<file path="src/rtl/dm_host_ctl.sv">
// dm_host_ctl: loads operands into data memory, runs the core until done, then dumps a result window.
// Optional run watchdog enabled by defining DM_HOST_TIMEOUT_EN.
module dm_host_ctl #(
    parameter int AW      = 8,
    parameter int DW      = 8,
    parameter int TIMEOUT = 4096
) (
    input  logic          clk,
    input  logic          reset,
    input  logic          start,
    input  logic [AW-1:0] ld_base,
    input  logic [7:0]    ld_cnt,
    input  logic [AW-1:0] rd_base,
    input  logic [7:0]    rd_cnt,
    input  logic          in_valid,
    output logic          in_ready,
    input  logic [DW-1:0] in_data,
    output logic          out_valid,
    input  logic          out_ready,
    output logic [DW-1:0] out_data,
    output logic          dm_we,
    output logic [AW-1:0] dm_addr,
    output logic [DW-1:0] dm_di,
    input  logic [DW-1:0] dm_dout,
    output logic          cpu_rst,
    input  logic          cpu_done,
    output logic          busy,
    output logic          fin,
    output logic          err
);
    typedef enum logic [2:0] {IDLE, LOAD, RUN, DUMP, FIN} state_t;
    state_t        st;
    logic [AW-1:0] lb, rb;
    logic [7:0]    lc, rc, idx;
    logic          done_q;
`ifdef DM_HOST_TIMEOUT_EN
    localparam logic [15:0] WD_LAST = 16'(TIMEOUT - 1);
    logic [15:0] wd;
    logic        err_q;
    logic        expire;
    assign expire = st == RUN && !done_q && wd == WD_LAST;
    assign err    = err_q;
    always_ff @(posedge clk or negedge reset)
        if (!reset) begin
            wd    <= '0;
            err_q <= 1'b0;
        end else begin
            wd    <= st == RUN ? wd + 16'd1 : 16'd0;
            err_q <= (st == IDLE && start) ? 1'b0 : (err_q | expire);
        end
`else
    logic expire;
    assign expire = 1'b0;
    assign err    = 1'b0;
`endif
    always_ff @(posedge clk or negedge reset)
        if (!reset) begin
            st     <= IDLE;
            idx    <= '0;
            lb     <= '0;
            rb     <= '0;
            lc     <= '0;
            rc     <= '0;
            done_q <= 1'b0;
        end else begin
            done_q <= st == RUN && cpu_done;
            case (st)
                IDLE: if (start) begin
                    lb  <= ld_base;
                    lc  <= ld_cnt;
                    rb  <= rd_base;
                    rc  <= rd_cnt;
                    idx <= '0;
                    st  <= ld_cnt != 8'd0 ? LOAD : RUN;
                end
                LOAD: if (in_valid) begin
                    idx <= idx == lc - 8'd1 ? 8'd0 : idx + 8'd1;
                    if (idx == lc - 8'd1) st <= RUN;
                end
                RUN: if (done_q) st <= rc != 8'd0 ? DUMP : FIN;
                     else if (expire) st <= FIN;
                DUMP: if (out_ready) begin
                    idx <= idx == rc - 8'd1 ? 8'd0 : idx + 8'd1;
                    if (idx == rc - 8'd1) st <= FIN;
                end
                default: st <= IDLE;
            endcase
        end
    // Outputs decode the registered state, so reset forces them immediately.
    always_comb begin
        busy      = st != IDLE;
        cpu_rst   = st != RUN;
        fin       = st == FIN;
        in_ready  = st == LOAD;
        out_valid = st == DUMP;
        dm_we     = in_ready && in_valid;
        dm_addr   = in_ready ? lb + AW'(idx) : out_valid ? rb + AW'(idx) : '0;
        dm_di     = in_ready ? in_data : '0;
        out_data  = out_valid ? dm_dout : '0;
    end
endmodule

</file>
<file path="config.mk">
export PLATFORM = sky130hd
export DESIGN_NAME = dm_host_ctl
export DESIGN_NICKNAME = d
export VERILOG_FILES = /design/src/rtl/dm_host_ctl.sv
export SDC_FILE = /design/constraint.sdc
export NUM_CORES = 1
export LEC_CHECK = 0
export ABC_CLOCK_PERIOD_IN_PS = 5400
export BUFFER_PORTS_ARGS = -buffer_cell sky130_fd_sc_hd__buf_2
export CAP_MARGIN = 10
export CELL_PAD_IN_SITES_DETAIL_PLACEMENT = 0
export CELL_PAD_IN_SITES_GLOBAL_PLACEMENT = 2
export CORE_ASPECT_RATIO = 1.75
export CORE_UTILIZATION = 34
export CTS_BUF_LIST = sky130_fd_sc_hd__clkbuf_16
export CTS_CLUSTER_SIZE = 40
export DETAILED_ROUTE_END_ITERATION = 10
export PLACE_DENSITY = 0.95
export SLEW_MARGIN = 20
export SYNTH_ARGS = -nofsm -noshare
export SYNTH_HDL_FRONTEND = slang
export SYNTH_SLANG_ARGS = --single-unit
</file>
<file path="constraint.sdc">
create_clock -name clk -period 5.4 [get_ports clk]
set_input_delay 1.62 -clock clk [delete_from_list [all_inputs] [get_ports clk]]
set_output_delay 1.62 -clock clk [all_outputs]
set_load 0.1 [all_outputs]
</file>
# Word level (Yosys, flattened, before mapping)
# Cells that the tools add are included.
dict set report op_classes {
  addsub 5
  eq_ne 13
  n_mux 19
  reduce_logical 10
}
# cell count
set ops {}
lappend ops {{8-bit 2-to-1 mux} 9}
lappend ops {{8-bit one-hot mux with 3 select lines} 1}
lappend ops {{3-bit 2-to-1 mux} 7}
lappend ops {{8-bit adder} 2}
lappend ops {{8-bit == test} 2}
lappend ops {{8-bit nonzero test} 2}
lappend ops {{8-bit by 1-bit subtractor with 8-bit output, second input constant} 2}
lappend ops {{3-bit one-hot mux with 4 select lines} 1}
lappend ops {{8-bit by 1-bit adder with 8-bit output, second input constant} 1}
lappend ops {{3-bit by 2-bit == test with 1-bit output, second input constant} 2}
lappend ops {{2-bit by 1-bit inequality test with 1-bit output, second input constant} 3}
lappend ops {{2-bit inequality test, second input constant} 3}
lappend ops {{6-bit AND reduction} 1}
lappend ops {{3-bit nonzero test} 2}
lappend ops {{4-bit AND reduction} 1}
lappend ops {{3-bit by 1-bit == test with 1-bit output, second input constant} 1}
lappend ops {{3-bit == test, second input constant} 1}
lappend ops {{3-bit logical NOT} 1}
lappend ops {{3-bit by 2-bit inequality test with 1-bit output, second input constant} 1}
lappend ops {{1-bit logical AND} 2}
lappend ops {{2-bit 2-to-1 mux} 1}
lappend ops {{2-bit AND reduction} 1}
dict set report totals {
  regBits 44
  input_bits 54
  out_inout_bits 31
  elab_cells 54
}

# Logic depth before layout (Yosys ltp)
dict set report logic_depth {
  ltp_word 5
  ltp_mapped 10
  depth_no_buf 10
}

# Worst setup path before layout
# OpenSTA, ideal clock, no wires.
dict set report synth_path {
  path_type {input to output}
  startpoint {in out_ready}
  endpoint {out dm_we}
  t_arrival_ns 3.749
  setup_slack_ns 0.031
  cell_stages 2
  n_path_buf 0
  path_cell_list {mux2i_1 -> nor3_1}
}
# element line_no
set synth_lines {}
lappend synth_lines {{start, declared} 19} ;# input logic out_ready,
lappend synth_lines {{end, declared} 21} ;# output logic dm_we,

# Final worst setup path
dict set report layout_path {
  startpoint {reg idx[1]}
  endpoint {out dm_addr[7]}
}
dict set report layout_via {
  elab_chain_len 3
  word_cells_on_any_way 4
}
# element line_no
set layout_lines {}
lappend layout_lines {{start, declared} 34} ;# logic [7:0] lc, rc, idx;
lappend layout_lines {{start signal, assigned} 77} ;# idx <= idx == lc - 8'd1 ? 8'd0 : idx + 8'd1;
lappend layout_lines {{start signal, assigned} 83} ;# idx <= idx == rc - 8'd1 ? 8'd0 : idx + 8'd1;
lappend layout_lines {{8-bit adder} 97} ;# dm_addr = in_ready ? lb + AW'(idx) : out_valid ? rb + AW'(idx) : '0;
lappend layout_lines {{8-bit 2-to-1 mux} 97}
lappend layout_lines {{8-bit 2-to-1 mux (*)} 97}
lappend layout_lines {{end, declared} 22} ;# output logic [AW-1:0] dm_addr,
# Every way passes the cells marked *; elsewhere a longest branch is shown, timed or not.

==> flow_summary_export.csv <==
group,metric,value,unit
timing,clock_skew,0.00744,ns
global_routing,wire_length_of_the_first_global_routing_pass,11.8,mm
setup_path,worstPathBufferInverterCount,1,
floorplan,die_height,127,um
clock_tree,cts_hold_repair.buffers,0,
detailed_routing,wl,7.14,mm
finish,layout.cells.most_common,"sky130_fd_sc_hd__buf_2",
yosys,synth-main-ff-cell,"sky130_fd_sc_hd__dfrtp_1",
global_routing,pin_count_of_the_biggest_net_entering_global_routing,45,
setup_path,timing.critical_path.from_type,"register",
setup_path,crit_chain,"ha_1 > a21o_1 > a21oi_1 > o21bai_1 > a21oi_1 > o21ai_0 > xnor2_1 > o22ai_1 > buf_2",
status,result_of_the_run,"finished clean",
floorplan,die_area,9360,um2
yosys,synth.net_count,390,
global_routing,grt_antenna_before_repair,0,
clock_tree,htree_num_levels,2,
detailed_routing,viasPerCell,4.92,
detailed_routing,drt-initial-drc-count,69,
timing,hold-worst-slack,0.517,ns
setup_path,critical_path.slowest_cell,"sky130_fd_sc_hd__dfrtp_1",
clock_tree,postCtsResizedCells,0,
yosys,ys_async_sr_fraction,100,%
clock_tree,clock_insertion_delay_worst_skew,0.29,ns
detailed_routing,num_vias,2496,
timing,grt_setup_unrepaired,"false",
place,io_buffers,83,
floorplan,io-pin-count,85,
timing,final.period_utilization,82.4,%
yosys,synth-edff-count,0,
detailed_routing,drc_errors_left,0,
timing,max_slew_margin,56.5,%
setup_path,timing.critical_path.to_type,"primary output",
setup_path,arrival_time_at_the_worst_endpoint,2.83,ns
floorplan,core_region_area,8670,um2
setup_path,crit_top_cell,"sky130_fd_sc_hd__a21oi_1",
hold_path,hold_path.class,"register to register",
timing,max_freq,0.225,GHz
finish,design.final.nets,463,
setup_path,timing.critical_path.slowest_cell_delay,0.57,ns
flow_run,cap_violations,0,
timing,worst-slew-pin-transition,0.647,ns
timing,final_max_slew_viol_count,0,
yosys,yosysWarnings,0,
yosys,synth_area,3050,um2
finish,post_route_cells_drive_above_1_share,30.8,%
detailed_routing,detail_route_antenna_nets,0,
place,place.gp.congestion,0.806,
global_routing,grt_pass1_vias,2475,
detailed_routing,first_pass_iters,4,
clock_tree,clock-root-buffer,"sky130_fd_sc_hd__clkbuf_16",
floorplan,initial_utilization,35.2,%
timing,setup_viol,0,
yosys,synth.avg_cell_area,9.65,um2
yosys,synth-seq-cells,44,
yosys,synthCells,316,
detailed_routing,wl_per_cell,14.1,um
clock_tree,numCtsBuffers,5,
finish,area_growth_syn_to_layout,20.7,%
setup_path,critPathKind,"register to primary output",
setup_path,crit_fanout,10,
yosys,synth_cell_types,46,
floorplan,cell_row_count,45,
setup_path,crit_required,3.78,ns
clock_tree,tritoncts,"done",
global_routing,grt_usage,16.5,%
finish,insertedDiodeCount,0,
timing,period_needed,4.45,ns
clock_tree,cts.sinks,44,
timing,hold_viol_final,0,
finish,mostFrequentLayoutCells,"sky130_fd_sc_hd__buf_2 (82), sky130_fd_sc_hd__dfrtp_1 (44), sky130_fd_sc_hd__mux2_2 (27)",
clock_tree,cts_post_setup_buffers_inserted,0,
clock_tree,clk_transition_reported_paths,0.06,ns
yosys,yosysSeqAreaShare,36.1,%
finish,final_standard_cell_utilization_of_the_core,42.4,%
place,hpwl,5.63,mm
global_routing,globalRoute.totalOverflow,0,
timing,final.setup.tns,0,ns
setup_path,worst_path_dominant_cell_family,"compound AO/OA/AOI/OAI gates",
floorplan,die_w,73.6,um
clock_tree,clk_path_buf_depth,2,
per-layer routing:
| layer | wire length, um | up-vias | GRT usage (%) |
|---|---|---|---|
| li1 | - | 1258 | - |
| met1 | 2750 | 1183 | 18.1 |
| met2 | 4010 | 44 | 30.4 |
| met3 | 200 | 11 | 2.29 |
| met4 | 176 | 0 | 7.35 |
| met5 | 0 | - | 0 |
final cells by class:
cell class | count | area [um2]
Fill cell | 911 | 4990
Multi-Input combinational cell | 238 | 1810
Sequential cell | 44 | 1100
Timing Repair Buffer | 84 | 425
Tap cell | 117 | 146
Clock buffer | 5 | 125
Inverter | 16 | 60.1
Clock inverter | 3 | 15.0
cell usage after synthesis (all sizes together), types with 2 or more instances:
cell	n	share of area (%)
dfrtp	44	36
mux2	27	10
xnor2	25	7.2
nand2	20	2.5
ha	18	7.4
inv	16	2.0
a21oi	15	2.5
nor2	14	1.7
clkbuf	12	1.5
o21ai	12	2.0
and3	11	2.3
xor2	11	3.2
and2	9	1.8
nand3	8	1.3
o22ai	7	1.4
buf	6	1.2
mux2i	5	1.6
nand2b	5	1.0
nor3	5	0.99
a21o	4	0.99
a22o	4	1.1
o21bai	4	0.99
or3	4	0.82
a211oi	3	0.74
nor4	3	0.62
a211o	2	0.57
a22oi	2	0.49
a31oi	2	0.41
fa	2	1.3
nand3b	2	0.49
nor3b	2	0.49
o211ai	2	0.49
metrics by stage:
step,setup slack (ns),cells,instance area (um2)
2_1_floorplan,0.0314,316,3050
3_3_place_gp,1.26,499,3540
3_5_place_dp,1.23,499,3540
4_1_cts,0.900,507,3680
5_1_grt,0.722,507,3680
6_report,0.952,507,3680
logic make-up (layout without fill, tap and decap cells):
group	Yosys count	after routing	share of synthesized area, %
other	1	1	0.123
adders and majority gates	21	21	9.03
xor gates and xnor gates	36	36	10.3
AOI/OAI and AO/OA	61	61	12.8
DFF	44	44	36.1
and+or+nand+nor	87	87	15.2
muxes	32	32	11.6
buffers and inverters	34	108	4.68
path summary, 6_finish.rpt:
check | from | endpoint | slack [ns] | cells after the start
setup / recovery | idx[1]$_DFFE_PN0P_ | dm_addr[7] | 0.95 | 9
hold / removal | rb[2]$_DFFE_PN0P_ | rb[2]$_DFFE_PN0P_ | 0.52 | 1
hold reg to reg | rb[2]$_DFFE_PN0P_ | rb[2]$_DFFE_PN0P_ | 0.52 | 1
min in group asynchronous | reset | lb[0]$_DFFE_PN0P_ | 1.33 | 1
max in group asynchronous | reset | done_q$_DFF_PN0_ | 3.67 | 1
setup reg to reg | lc[0]$_DFFE_PN0P_ | idx[0]$_DFFE_PN0P_ | 2.74 | 8
worst reg2reg max path, cell delays in order (launching register included):
cell and delay (ns):
sky130_fd_sc_hd__dfrtp_1 0.42, sky130_fd_sc_hd__inv_1 0.10, sky130_fd_sc_hd__ha_1 0.19, sky130_fd_sc_hd__nor3b_1 0.39, sky130_fd_sc_hd__and3b_1 0.22, sky130_fd_sc_hd__o22ai_1 0.09, sky130_fd_sc_hd__o41a_1 0.48, sky130_fd_sc_hd__a22o_1 0.36
sky130_fd_sc_hd__mux2_2 0.32
flip-flops by register name, indices dropped and copies added, names as in the netlist:
signal  flops
idx         8
lb          8
lc          8
rb          8
rc          8
st          3
done_q      1
Power is not shown: default switching activity piles up to over one toggle a cycle in this logic, so the estimate is an artifact.
